$ cat src/rtl/fp_add_sequencer.sv
// Multi-cycle IEEE-754 adder/subtractor: one operation walks UNPACK, ALIGN, ADD,
// NORM and PACK, then holds its result in DONE until the consumer takes it.
module fp_add_sequencer #(
    parameter int EXP_W = 8,
    parameter int MAN_W = 23
) (
    input  logic                   clk,
    input  logic                   rst_n,
    input  logic                   in_valid,
    output logic                   in_ready,
    input  logic [EXP_W+MAN_W:0]   a,
    input  logic [EXP_W+MAN_W:0]   b,
    input  logic                   sub,
    output logic                   out_valid,
    input  logic                   out_ready,
    output logic [EXP_W+MAN_W:0]   result,
    output logic                   flag_ovf,
    output logic                   flag_inv,
    output logic                   busy
);
    localparam int W   = EXP_W + MAN_W + 1;
    localparam int M   = MAN_W + 1;
    localparam int XW  = EXP_W + 2;
    localparam int LZW = $clog2(M + 1);
    localparam logic [EXP_W-1:0] EMAX   = '1;
    localparam logic [EXP_W-1:0] SH_LIM = EXP_W'(M + 2);
    localparam logic [W-1:0]     QNAN   = {1'b0, EMAX, 1'b1, {(MAN_W-1){1'b0}}};

    typedef enum logic [2:0] {IDLE, UNPACK, ALIGN, ADD, NORM, PACK, DONE} state_t;

    state_t             state_q;
    logic               sa_q, sb_q, sign_q, eff_sub_q, zero_q, special_q, spec_inv_q;
    logic [EXP_W-1:0]   ea_q, eb_q;
    logic [MAN_W-1:0]   fa_q, fb_q, man_q;
    logic [M-1:0]       ma_q, mb_q, mbig_q, msm_q;
    logic               nan_a_q, nan_b_q, inf_a_q, inf_b_q;
    logic [XW-1:0]      exp_q;
    logic [M:0]         sum_q;
    logic [W-1:0]       spec_res_q, result_q;
    logic               in_ready_q, out_valid_q, ovf_q, inv_q, busy_q;

    function automatic logic [LZW-1:0] clz(input logic [M-1:0] v);
        clz = LZW'(M);
        for (int i = 0; i < M; i++)
            if (v[i]) clz = LZW'(M - 1 - i);
    endfunction

    logic             a_ge_b;
    logic [EXP_W-1:0] diff;
    logic [M-1:0]     msm_raw, msm_sh;
    logic [LZW-1:0]   lz;
    logic [MAN_W-1:0] man_sh;

    always_comb begin
        a_ge_b  = {ea_q, ma_q} >= {eb_q, mb_q};
        diff    = a_ge_b ? (ea_q - eb_q) : (eb_q - ea_q);
        msm_raw = a_ge_b ? mb_q : ma_q;
        msm_sh  = (diff >= SH_LIM) ? '0 : (msm_raw >> diff);
        lz      = clz(sum_q[M-1:0]);
        man_sh  = MAN_W'(sum_q[M-1:0] << lz);
    end

    always_ff @(posedge clk or negedge rst_n) begin
        if (!rst_n) begin
            state_q <= IDLE;
            {sa_q, sb_q, sign_q, eff_sub_q, zero_q, special_q, spec_inv_q} <= '0;
            {ea_q, eb_q, fa_q, fb_q, man_q} <= '0;
            {ma_q, mb_q, mbig_q, msm_q} <= '0;
            {nan_a_q, nan_b_q, inf_a_q, inf_b_q} <= '0;
            exp_q       <= '0;
            sum_q       <= '0;
            spec_res_q  <= '0;
            result_q    <= '0;
            in_ready_q  <= 1'b1;
            out_valid_q <= 1'b0;
            ovf_q       <= 1'b0;
            inv_q       <= 1'b0;
            busy_q      <= 1'b0;
        end else begin
            case (state_q)
                IDLE: if (in_valid) begin
                    sa_q <= a[W-1];  ea_q <= a[W-2:MAN_W]; fa_q <= a[MAN_W-1:0];
                    sb_q <= b[W-1] ^ sub; eb_q <= b[W-2:MAN_W]; fb_q <= b[MAN_W-1:0];
                    in_ready_q <= 1'b0;
                    busy_q     <= 1'b1;
                    state_q    <= UNPACK;
                end
                UNPACK: begin
                    // Denormals (exp=0) get no hidden bit and a zero mantissa.
                    ma_q    <= (ea_q != '0) ? {1'b1, fa_q} : '0;
                    mb_q    <= (eb_q != '0) ? {1'b1, fb_q} : '0;
                    nan_a_q <= (ea_q == EMAX) && (fa_q != '0);
                    nan_b_q <= (eb_q == EMAX) && (fb_q != '0);
                    inf_a_q <= (ea_q == EMAX) && (fa_q == '0);
                    inf_b_q <= (eb_q == EMAX) && (fb_q == '0);
                    zero_q  <= 1'b0;
                    state_q <= ALIGN;
                end
                ALIGN: begin
                    special_q  <= 1'b1;
                    spec_inv_q <= 1'b0;
                    if (nan_a_q || nan_b_q || (inf_a_q && inf_b_q && (sa_q != sb_q))) begin
                        spec_res_q <= QNAN;
                        spec_inv_q <= 1'b1;
                    end else if (inf_a_q) begin
                        spec_res_q <= {sa_q, EMAX, {MAN_W{1'b0}}};
                    end else if (inf_b_q) begin
                        spec_res_q <= {sb_q, EMAX, {MAN_W{1'b0}}};
                    end else if (ma_q == '0 && mb_q == '0) begin
                        spec_res_q <= {sa_q & sb_q, {(W-1){1'b0}}};
                    end else begin
                        special_q <= 1'b0;
                    end
                    sign_q    <= a_ge_b ? sa_q : sb_q;
                    exp_q     <= {2'b00, a_ge_b ? ea_q : eb_q};
                    mbig_q    <= a_ge_b ? ma_q : mb_q;
                    msm_q     <= msm_sh;
                    eff_sub_q <= sa_q ^ sb_q;
                    state_q   <= ADD;
                end
                ADD: begin
                    sum_q   <= eff_sub_q ? ({1'b0, mbig_q} - {1'b0, msm_q})
                                         : ({1'b0, mbig_q} + {1'b0, msm_q});
                    state_q <= NORM;
                end
                NORM: begin
                    if (sum_q[M]) begin
                        man_q <= sum_q[MAN_W:1];
                        exp_q <= exp_q + XW'(1);
                    end else if (sum_q == '0) begin
                        zero_q <= 1'b1;
                        sign_q <= 1'b0;
                    end else if (exp_q <= XW'(lz)) begin
                        zero_q <= 1'b1;
                    end else begin
                        man_q <= man_sh;
                        exp_q <= exp_q - XW'(lz);
                    end
                    state_q <= PACK;
                end
                PACK: begin
                    ovf_q <= 1'b0;
                    inv_q <= 1'b0;
                    if (special_q) begin
                        result_q <= spec_res_q;
                        inv_q    <= spec_inv_q;
                    end else if (zero_q) begin
                        result_q <= {sign_q, {(W-1){1'b0}}};
                    end else if (exp_q >= {2'b00, EMAX}) begin
                        result_q <= {sign_q, EMAX, {MAN_W{1'b0}}};
                        ovf_q    <= 1'b1;
                    end else begin
                        result_q <= {sign_q, exp_q[EXP_W-1:0], man_q};
                    end
                    out_valid_q <= 1'b1;
                    state_q     <= DONE;
                end
                DONE: if (out_ready) begin
                    out_valid_q <= 1'b0;
                    in_ready_q  <= 1'b1;
                    busy_q      <= 1'b0;
                    state_q     <= IDLE;
                end
                default: state_q <= IDLE;
            endcase
        end
    end

    assign in_ready  = in_ready_q;
    assign out_valid = out_valid_q;
    assign result    = result_q;
    assign flag_ovf  = ovf_q;
    assign flag_inv  = inv_q;
    assign busy      = busy_q;
endmodule

$ cat config.mk
export PLATFORM = sky130hd
export DESIGN_NAME = fp_add_sequencer
export DESIGN_NICKNAME = d
export VERILOG_FILES = /design/src/rtl/fp_add_sequencer.sv
export SDC_FILE = /design/constraint.sdc
export NUM_CORES = 1
export LEC_CHECK = 0
export BUFFER_PORTS_ARGS = -buffer_cell sky130_fd_sc_hd__buf_4
export CORE_ASPECT_RATIO = 0.5
export CORE_UTILIZATION = 30
export DETAILED_ROUTE_END_ITERATION = 10
export SYNTH_ARGS = -nofsm -noshare
export SYNTH_HDL_FRONTEND = slang
export SYNTH_SLANG_ARGS = --single-unit
$ cat constraint.sdc
create_clock -name clk -period 4.1 [get_ports clk]
set_input_delay 0.615 -clock clk [delete_from_list [all_inputs] [get_ports clk]]
set_output_delay 0.615 -clock clk [all_outputs]
set_load 0.005 [all_outputs]
==> impl_results.md, run 1 <==
* Req. time, crit path at between 4 and 5 ns
* Max cap viols at 0
* Nets@finish at roughly 2.1k
* Final setup margin at approximately 0.24 ns
* Core area at about 54000 sq um
* Initial DRC count at 1023
* CP cell instances: nor2_2 -> nand3_1 -> o21bai_1 -> xor2_1 -> ha_1 -> o21a_1 -> o21ai_0 -> nand2b_1 -> a311o_1 -> a2111oi_4 -> o311ai_4 -> a21o_1 -> a41o_1 -> o21a_1 -> nor2_1 -> xnor2_1 -> o21ai_1
* Seq/Total Area, Yosys at 0.404
* Clock Sinks at 270
* Initial antenna violation count at 0
* Htree depth at 1
* Die X at approximately 340 um
* TritonRoute pass-1 iters at 7
* Most frequent cells in the layout: dfrtp_1 (268), buf_4 (227), nand2_1 (183), o21ai_0 (135), a21oi_1 (121)
* Gr usage total at 0.177
* RSZ-0062 raised after global routing: true
* Status: finished, final reports clean
* Synth Flop Type: dfrtp_1
* Root Driver: clkbuf_16
* Worst Reg-to-Reg Cells at 17
* Count of cell types in the netlist at 88
* Final worst path period share at 0.942
* Worst hold slack at 0.0248 ns
* DP Cell Count at roughly 2.7k
* GP Congestion at 0.934
* Cell row count at 60
* Worst-Margin Slew at 0.892 ns
* TritonCTS clock tree: done
* EDFF count, synth at 0
* Setup-failing EPs final at 0
* Vias in the first global route at about 14k
* Post-route DRC violation count at 0
* Synth Cell Area at 16700 sq um
* CP Capture Type: flop
* Initial core utilization at 0.307
* Port bufs at ~110
* First-pass GRT wire length at between 70000 and 80000 um
* Slowest stage delay, CP at between 0.4 and 0.5 ns
* Post-place setup slack at 0.132 ns
* DR vias/cell at around 5.3
* Synth Register Bits at 270
* Flop-to-flop setup slack at 0.24 ns
* Final hold violation count at 0
* Async set-reset flop share out of synthesis at 1.00
* Setup Skew at 0.0284 ns
* Cell count after synthesis at roughly 1.8k
* Share of layout cells above drive strength 1 at 0.207
* Syn avg cell area at 9.42 sq um
* Worst Setup Start Kind: flop
* Post-DP HPWL at 39200 um
* CP max stage cell: a311o_1
* R2R Path End: sum_q[24]$_DFFE_PN0P_
* Antenna Nets Post-Route at 0
* Vias at 14.3k
* Final wirelength at about 50000 um
* Pin count of the biggest net entering global routing at 82
* Commonest non-fill, non-tap cell in the layout: dfrtp_1
* Die Ht at around 170 um
* Top-level port count at roughly 110
* Die Footprint at roughly 57000 sq um
* Post-layout min period at around 3.9 ns
* CP Max Fanout at 4
* Core Util, Final at 0.371
* WS Path Type: flop to flop
* Max-slew violations at 0
* Yosys warns at 0
* Clock Tree Buf Depth at 3
* Mapped Nets at 1918
* Worst Path Arrival at around 4.3 ns
* Num CTS Buffers at 29
* Hold WC Path Type: input pin to asynchronous set/reset pin
* Clock Pin Slew Worst Setup and Hold Paths at 0.07 ns
* Area Growth Syn to Fin at 20.5%
* # diodes at 0
* CP most frequent cell: o21a_1
* Max Clock Freq at 0.259 GHz
* Post-Layout Cell Count at 2713
* Cts hold-fix bufs at 0
* Clock latency on the worst-skew pair at ~0.58 ns
* Congestion Overflow GR at 0
* Rel. slew slack at 0.405
* WL/cell at between 15 and 20 um
* FF-to-FF Start: msm_q[3]$_DFFE_PN0P_
==> timing repair <==
action | CTS | global route
setup endpoints to repair | 0 | 32
resized for setup | 0 | 23
setup buffers | 0 | 3
==> area by class of cell <==
type	count	area [sq um]
clock buffers	37	816
clock inverters	17	184
fillers	5544	34200
inverters	89	334
multi-input cells	1323	9310
flip-flops and latches	270	6760
well taps	744	931
repair buffers	233	1810
==> metrics by stage <==
step | instance area [sq um] | setup TNS [ns]
2_1_floorplan | 16700 | -0.0265
3_3_place_gp | 19000 | 0
3_5_place_dp | 19000 | 0
4_1_cts | 20000 | 0
5_1_grt | 20100 | -0.0701
6_report | 20100 | 0
==> layer usage <==
metal  vias to the layer above  share of wire  GRT usage
met4                         0          0.029     0.0510
met2                       389           0.43      0.265
met3                        91          0.052     0.0294
met1                      6908           0.49      0.260
li1                       6887              -          -
met5                         -              0          0
==> Yosys cell counts (all sizes together), types with 45 or more instances <==
| master | count | area share |
|---|---|---|
| a21oi | 126 | 0.038 |
| clkbuf | 66 | 0.015 |
| dfrtp | 269 | 0.40 |
| a22o | 72 | 0.038 |
| mux2i | 93 | 0.056 |
| inv | 88 | 0.020 |
| mux2 | 54 | 0.036 |
| o21ai | 152 | 0.046 |
| nand2 | 187 | 0.042 |
| nor2 | 114 | 0.026 |
| ha | 71 | 0.053 |
| nor3 | 45 | 0.014 |
==> state kept, by name (all words and copies together), names as in the netlist, 3 cells and up <==
name,flops
mbig_q,24
fa_q,23
fb_q,23
result,32
ma_q,24
spec_res_q,3
sum_q,25
eb_q,8
msm_q,24
man_q,23
exp_q,10
mb_q,24
state_q,3
ea_q,8
==> worst max path at each step <==
stage                                     from                     to  slack [ns]
after global placement    msm_q[1]$_DFFE_PN0P_  sum_q[23]$_DFFE_PN0P_        0.19
final                     msm_q[3]$_DFFE_PN0P_  sum_q[24]$_DFFE_PN0P_        0.24
after CTS                 msm_q[3]$_DFFE_PN0P_  sum_q[24]$_DFFE_PN0P_        0.11
after detailed placement  msm_q[1]$_DFFE_PN0P_  sum_q[23]$_DFFE_PN0P_        0.13
after global routing      msm_q[2]$_DFFE_PN0P_  sum_q[23]$_DFFE_PN0P_       -0.04
after floorplan           sum_q[1]$_DFFE_PN0P_   exp_q[4]$_DFFE_PN0P_       -0.03
==> worst max-delay path: cells and delay by family, from the launching register on <==
family / cells / cell delay (ns)
fa+ha+maj: 1 / 0.31
simple gates: 4 / 0.45
xor+xnor: 2 / 0.33
compound gates: 10 / 2.21
flops: 1 / 0.41
==> cell families after synthesis <==
kind of cell               Yosys count  share of synthesized area
AOI/OAI and AO/OA                  518                      0.207
xor gates and xnor gates            53                     0.0282
adders and majority gates           75                     0.0580
buffers and inverters              181                     0.0460
DFF                                270                      0.404
muxes                              161                      0.111
and+or+nand+nor                    516                      0.145
Power of run 1 is not shown: default switching activity piles up to over one toggle a cycle in this logic, so the estimate is an artifact.
==> inputs of run 2 (changes only) <==
--- a/config.mk
+++ b/config.mk
@@ -6,9 +6,12 @@
 export NUM_CORES = 1
 export LEC_CHECK = 0
 export BUFFER_PORTS_ARGS = -buffer_cell sky130_fd_sc_hd__buf_4
+export CELL_PAD_IN_SITES_DETAIL_PLACEMENT = 1
+export CELL_PAD_IN_SITES_GLOBAL_PLACEMENT = 1
 export CORE_ASPECT_RATIO = 0.5
 export CORE_UTILIZATION = 30
 export DETAILED_ROUTE_END_ITERATION = 10
+export PLACE_DENSITY_LB_ADDON = 0.1
 export SYNTH_ARGS = -nofsm -noshare
 export SYNTH_HDL_FRONTEND = slang
 export SYNTH_SLANG_ARGS = --single-unit
==> run 2 against run 1 <==
- cell count up 1.4%
- sequential share of layout area decreased by 0.60 points
- first-iteration DRC count fell by 19%
- critical path type unchanged
- largest cell class unchanged
- die area unchanged
- global-route usage rose by 2.9 points
==> impl_results.md, run 2 (synthesized netlist as in run 1, its figures left out) <==
* Status: finished, final reports clean
* Post-place setup slack at -0.00582 ns
* CP Max Fanout at 3
* Htree depth at 1
* Clock Pin Slew Worst Setup and Hold Paths at approximately 0.07 ns
* Clock latency on the worst-skew pair at 0.61 ns
* Top-level port count at between 100 and 150
* Nets@finish at approximately 2.1k
* DR vias/cell at 5.27
* Largest register FFs at 32
* Post-route DRC violation count at 0
* Post-layout min period at ~4 ns
* Final hold violation count at 0
* Die Ht at 169 um
* Hold WC Path Type: input pin to asynchronous set/reset pin
* Vias in the first global route at 14.9k
* Setup-failing EPs final at 0
* Congestion Overflow GR at 0
* Commonest non-fill, non-tap cell in the layout: dfrtp_1
* Final setup margin at around 0.21 ns
* Max Clock Freq at between 0.2 and 0.3 GHz
* Area Growth Syn to Fin at 22.7%
* Clock Sinks at 270
* Clock Tree Buf Depth at 3
* Worst-Margin Slew at ~0.93 ns
* First-pass GRT wire length at between 90000 and 100000 um
* CP Capture Type: flop
* Antenna Nets Post-Route at 0
* Filler instances at roughly 6.3k
* Initial core utilization at 0.307
* Worst Setup Start Kind: flop
* Final wirelength at a little under 60000 um
* Setup Skew at about 0.035 ns
* Gr usage total at 0.206
* Die X at ~340 um
* Num CTS Buffers at 29
* Vias at 14.5k
* TritonCTS clock tree: done
* Max cap viols at 0
* Port bufs at between 100 and 150
* Post-DP HPWL at approximately 45000 um
* Worst Path Arrival at between 4 and 5 ns
* Final worst path period share at 0.949
* Slowest stage delay, CP at between 0.4 and 0.5 ns
* Setup TNS at 0 ns
* Worst Reg-to-Reg Cells at 19
* R2R Path End: sum_q[24]$_DFFE_PN0P_
* Critical path origin: msm_q[1]$_DFFE_PN0P_
* GP Congestion at roughly 0.89
* CP cell instances: inv_2 -> ha_4 -> nand2_1 -> nor3_2 -> nor2_1 -> xnor2_1 -> ha_1 -> o21a_1 -> o21ai_0 -> nand2b_1 -> a311o_1 -> a2111oi_4 -> o311ai_4 -> a21o_1 -> a41o_1 -> o21a_1 -> nor2_1 -> xnor2_1 -> o21ai_1
* Max-slew violations at 0
* Die Footprint at around 57000 sq um
* Core area at roughly 54000 sq um
* Share of layout cells above drive strength 1 at 0.224
* Pin count of the biggest net entering global routing at roughly 110
* Root Driver: clkbuf_16
* Post-place instance area at 19300 sq um
* Worst hold slack at ~0.033 ns
* Initial antenna violation count at 1
* WL/cell at roughly 21 um
* Cell row count at 60
* Most frequent cells in the layout: dfrtp_1 (269), buf_4 (264), nand2_1 (182), o21ai_0 (135), a21oi_1 (119)
* CP endpoint: sum_q[24]$_DFFE_PN0P_
* Req. time, crit path at 4.54 ns
* Design area at roughly 20000 sq um
* TritonRoute pass-1 iters at 5
* WS Path Type: flop to flop
* Flop-to-flop setup slack at between 0.2 and 0.25 ns
* FF-to-FF Start: msm_q[1]$_DFFE_PN0P_
* Rel. slew slack at 0.377
* Cts hold-fix bufs at 0
* CP max stage cell: a2111oi_4
* Initial DRC count at between 800 and 900
## run 2: changes by cell type in the layout (fill, tap and decap cells not counted), sizes merged
cell      delta
buf         +39
bufinv       -1
clkbuf       +6
clkinv       -7
clkinvlp     +2
diode        +1
inv          -1
## run 2: how the worst min path moves through the flow
stage | depth (start not counted) | from | endpoint
CTS | 1 | rst_n | result[23]$_DFFE_PN0P_
finish | 1 | rst_n | result[23]$_DFFE_PN0P_
global placement | 1 | spec_inv_q$_DFFE_PN0P_ | spec_inv_q$_DFFE_PN0P_
floorplan | 0 | rst_n | busy$_DFFE_PN0P_
detailed placement | 2 | flag_ovf$_DFFE_PN0P_ | flag_ovf$_DFFE_PN0P_
global route | 1 | rst_n | result[23]$_DFFE_PN0P_
## run 2: repair_timing
| action | 4_1_cts | 5_1_grt |
|---|---|---|
| pin swaps | 0 | 17 |
| setup endpoints to repair | 3 | 27 |
| buffers inserted | 0 | 13 |
| gates resized for setup | 3 | 34 |
## run 2: critical path: cells and delay by family (launching register included)
kind,cells,cell delay [ns]
adders and majority gates,2,0.46
DFF,1,0.40
and+or+nand+nor,5,0.49
buffers and inverters,1,0.11
AOI/OAI and AO/OA,9,1.99
xor gates and xnor gates,2,0.26
## run 2: final cells by class
class | instances | area (sq um) | area share
Inverter | 89 | 334 | 0.0163
Tap cell | 744 | 931 | 0.0454
Antenna cell | 1 | 2.50 | 0.000122
Sequential cell | 270 | 6760 | 0.330
Clock buffer | 43 | 848 | 0.0414
Clock inverter | 10 | 114 | 0.00555
Timing Repair Buffer | 272 | 2130 | 0.104
Multi-Input combinational cell | 1323 | 9390 | 0.458
## run 2: metrics by stage
step	cells	utilization
2_1_floorplan	1774	-
3_3_place_gp	2685	0.354
3_5_place_dp	2685	0.354
4_1_cts	2738	0.373
5_1_grt	2751	0.377
6_report	2752	0.377
## run 2: metal layers
| metal | share of wire | up-vias | track usage |
|---|---|---|---|
| met2 | 0.42 | 254 | 0.302 |
| met1 | 0.52 | 7236 | 0.314 |
| met3 | 0.036 | 69 | 0.0305 |
| met4 | 0.023 | 0 | 0.0486 |
| li1 | - | 6945 | - |
| met5 | 0 | - | 0 |
Power of run 2 is left out for the same reason.
==> inputs of run 3 (changes only) <==
--- a/config.mk
+++ b/config.mk
@@ -5,6 +5,7 @@
 export SDC_FILE = /design/constraint.sdc
 export NUM_CORES = 1
 export LEC_CHECK = 0
+export ABC_AREA = 1
 export BUFFER_PORTS_ARGS = -buffer_cell sky130_fd_sc_hd__buf_4
 export CELL_PAD_IN_SITES_DETAIL_PLACEMENT = 1
 export CELL_PAD_IN_SITES_GLOBAL_PLACEMENT = 1
==> run 3 against run 2 <==
- the flow now finishes with violations (design-rule violations)
- routed wire length rose by 1.2%
- via count rose by 9.2%
- first-iteration DRC count fell by 2.2%
- maximum frequency rose by 1.4%
- synthesized area rose by 1.1%
- largest cell class unchanged
==> impl_results.md, run 3 <==
* WL/cell at approximately 19 um
* Mapped Nets at ~2.4k
* Congestion Overflow GR at 0
* Synth Flop Type: dfrtp_1
* DP Cell Count at between 3k and 4k
* Slowest stage delay, CP at 0.41 ns
* Final hold violation count at 0
* Post-place setup slack at between 0.03 and 0.04 ns
* Cell count after synthesis at 2263
* Post-place instance area at 18700 sq um
* Max-slew violations at 0
* Most frequent cell after synthesis: nand2_1
* Yosys warns at 0
* Worst Setup Start Kind: flop
* Antenna Nets Post-Route at 0
* GRT met2 Usage at 0.315
* TritonRoute pass-1 iters at 8
* Max cap viols at 0
* Failing checks: design-rule violations
* Final wirelength at between 50000 and 60000 um
* Req. time, crit path at 4.55 ns
* Largest area contributor in the netlist: dfrtp_1
* Post-synth top cells: nand2_1 (510), nand3_1 (272), dfrtp_1 (269)
* Synth Register Bits at 270
* EDFF count, synth at 0
* Gr usage total at 0.208
* Met3 usage at 0.0250
* Largest register FFs at 32
* Post-Layout Cell Count at approximately 3.1k
* Post-DP HPWL at ~45000 um
* Count of cell types in the netlist at between 50 and 60
* Clock Tree Buf Depth at 3
* Status: finished, violations left
* GR peak layer: met1
* Largest family of logic cells by synthesized area: simple AND/OR/NAND/NOR gates
* Root Driver: clkbuf_16
* TritonCTS clock tree: done
* Complex-gate fraction of the synthesized area at 0.176
* CP top delay family: simple AND/OR/NAND/NOR gates
* Most area-consuming cells after synthesis: dfrtp_1 (40%), nand2_1 (11%), nand3_1 (8.1%)
* CP Capture Type: flop
* Num CTS Buffers at 28
* Htree depth at 1
* Simple-gate share of the synthesized area at 0.253
* Seq/Total Area, Yosys at 0.400
* Top-level port count at approximately 110
* WS Path Type: flop to flop
* Initial core utilization at 0.304
* CP max stage cell: dfrtp_1
* Die Footprint at around 57000 sq um
* Clock Pin Slew Worst Setup and Hold Paths at ~0.06 ns
* First-pass GRT wire length at roughly 94000 um
* Xor/xnor share of the synthesized area at 0.0259
* Rel. slew slack at 0.214
* Synth Cell Area at about 17000 sq um
* Setup-failing EPs final at 0
* Worst Path Arrival at ~4.3 ns
* Vias at between 15k and 20k
* CP cell instances: inv_2 -> ha_2 -> nand3_2 -> nor3_4 -> nand2_2 -> nor3_2 -> inv_2 -> nor4_2 -> inv_1 -> nor2_1 -> inv_2 -> o31ai_4 -> xor2_1 -> ha_1 -> nand2_2 -> o21ai_1 -> a21oi_2 -> nand3_2 -> a31o_4 -> or2_2 -> nand3_1 -> o21ai_0
* Design area at roughly 20000 sq um
* Async set-reset flop share out of synthesis at 1.00
* Pin count of the biggest net entering global routing at 90
* Post-route DRC violation count at 2
* Clock latency on the worst-skew pair at a little under 0.6 ns
* Post-layout min period at roughly 3.8 ns
* Vias in the first global route at 16.0k
* Core area at roughly 56000 sq um
* Final setup margin at between 0.2 and 0.3 ns
* Adder and majority gate portion of the synthesized area at 0.0573
* Port bufs at between 100 and 150
* Met1 usage in global routing at 0.319
* Commonest non-fill, non-tap cell in the layout: nand2_1
* Most frequent cells in the layout: nand2_1 (506), dfrtp_1 (269), nand3_1 (268), inv_1 (254), o21ai_0 (209)
* Final worst path period share at 0.936
* Initial antenna violation count at 0
* Mux cell area share after synthesis at 0
* Cell row count at slightly above 60
* CP Max Fanout at 4
* Clock Sinks at 270
* Die Ht at between 150 and 200 um
* DR vias/cell at approximately 5
* Nets@finish at 2501
* Top cell type's share of synthesized area at 0.399
* Area Growth Syn to Fin at 17.3%
* CP most frequent cell: inv_2
* Share of layout cells above drive strength 1 at 0.123
* Worst-Margin Slew at 1.18 ns
* # diodes at 0
* GP Congestion at around 0.86
* Die X at roughly 340 um
* Initial DRC count at just over 800
* Hold WC Path Type: input pin to asynchronous set/reset pin
* Setup Skew at between 0.015 and 0.02 ns
* Crit path buf inv count at 4
* Syn avg cell area at ~7.5 sq um
* Max Clock Freq at 0.261 GHz
[run 3: layout make-up]
class / count / area (sq um)
repair buffers: 171 / 1390
fillers: 6854 / 35700
clock buffers: 41 / 791
well taps: 756 / 946
clock inverters: 8 / 70.1
inverters: 270 / 1010
multi-input cells: 1616 / 8850
flip-flops and latches: 270 / 6760
[run 3: per-stage QoR]
step | hold slack, ns | setup TNS [ns] | utilization
5_1_grt | 0.0739 | -0.278 | 0.357
3_5_place_dp | 0.463 | 0 | 0.337
4_1_cts | 0.0616 | 0 | 0.352
3_3_place_gp | 0.460 | 0 | 0.337
2_1_floorplan | 0.319 | 0 | -
6_report | 0.0184 | 0 | 0.357
[run 3: per-layer routing]
layer	vias up	wire length [um]	share of wire
li1	7840	-	-
met1	7770	30900	0.53
met2	185	25500	0.44
met3	39	1580	0.027
met4	0	646	0.011
met5	-	0	0
[run 3: logic make-up (layout without fill, tap and decap cells)]
kind of cell,after synthesis,count (layout)
xor gates and xnor gates,49,49
and+or+nand+nor,974,974
buffers and inverters,377,490
AOI/OAI and AO/OA,518,518
adders and majority gates,75,75
DFF,270,270
[run 3: what timing repair did]
item	in CTS	in global routing
resized for setup	0	52
setup endpoints to repair	0	50
setup buffers	0	12
hold endpoints to repair	0	0
hold buffers	0	0
[run 3: path summary, 6_finish.rpt]
check / from / endpoint / slack [ns] / cells after the start
worst max-delay path: msm_q[0]$_DFFE_PN0P_ / sum_q[21]$_DFFE_PN0P_ / 0.26 / 22
worst min-delay path: rst_n / result[21]$_DFFE_PN0P_ / 0.02 / 1
worst max register to register: msm_q[0]$_DFFE_PN0P_ / sum_q[21]$_DFFE_PN0P_ / 0.26 / 22
worst min register to register: spec_inv_q$_DFFE_PN0P_ / spec_inv_q$_DFFE_PN0P_ / 0.48 / 2
max in group asynchronous: rst_n / fa_q[5]$_DFFE_PN0P_ / 3.13 / 2
min in group clk: b[25] / eb_q[2]$_DFFE_PN0P_ / 0.24 / 3
[run 3: worst register-to-register path: stages (launching register included)]
cell and delay, ns:
dfrtp_1 0.41, inv_2 0.08, ha_2 0.19, nand3_2 0.11, nor3_4 0.20, nand2_2 0.09, nor3_2 0.17, inv_2 0.07
nor4_2 0.20, inv_1 0.08, nor2_1 0.13, inv_2 0.08, o31ai_4 0.22, xor2_1 0.19, ha_1 0.32, nand2_2 0.14
o21ai_1 0.11, a21oi_2 0.15, nand3_2 0.12, a31o_4 0.26, or2_2 0.26, nand3_1 0.06, o21ai_0 0.07
Power of run 3 is left out for the same reason.
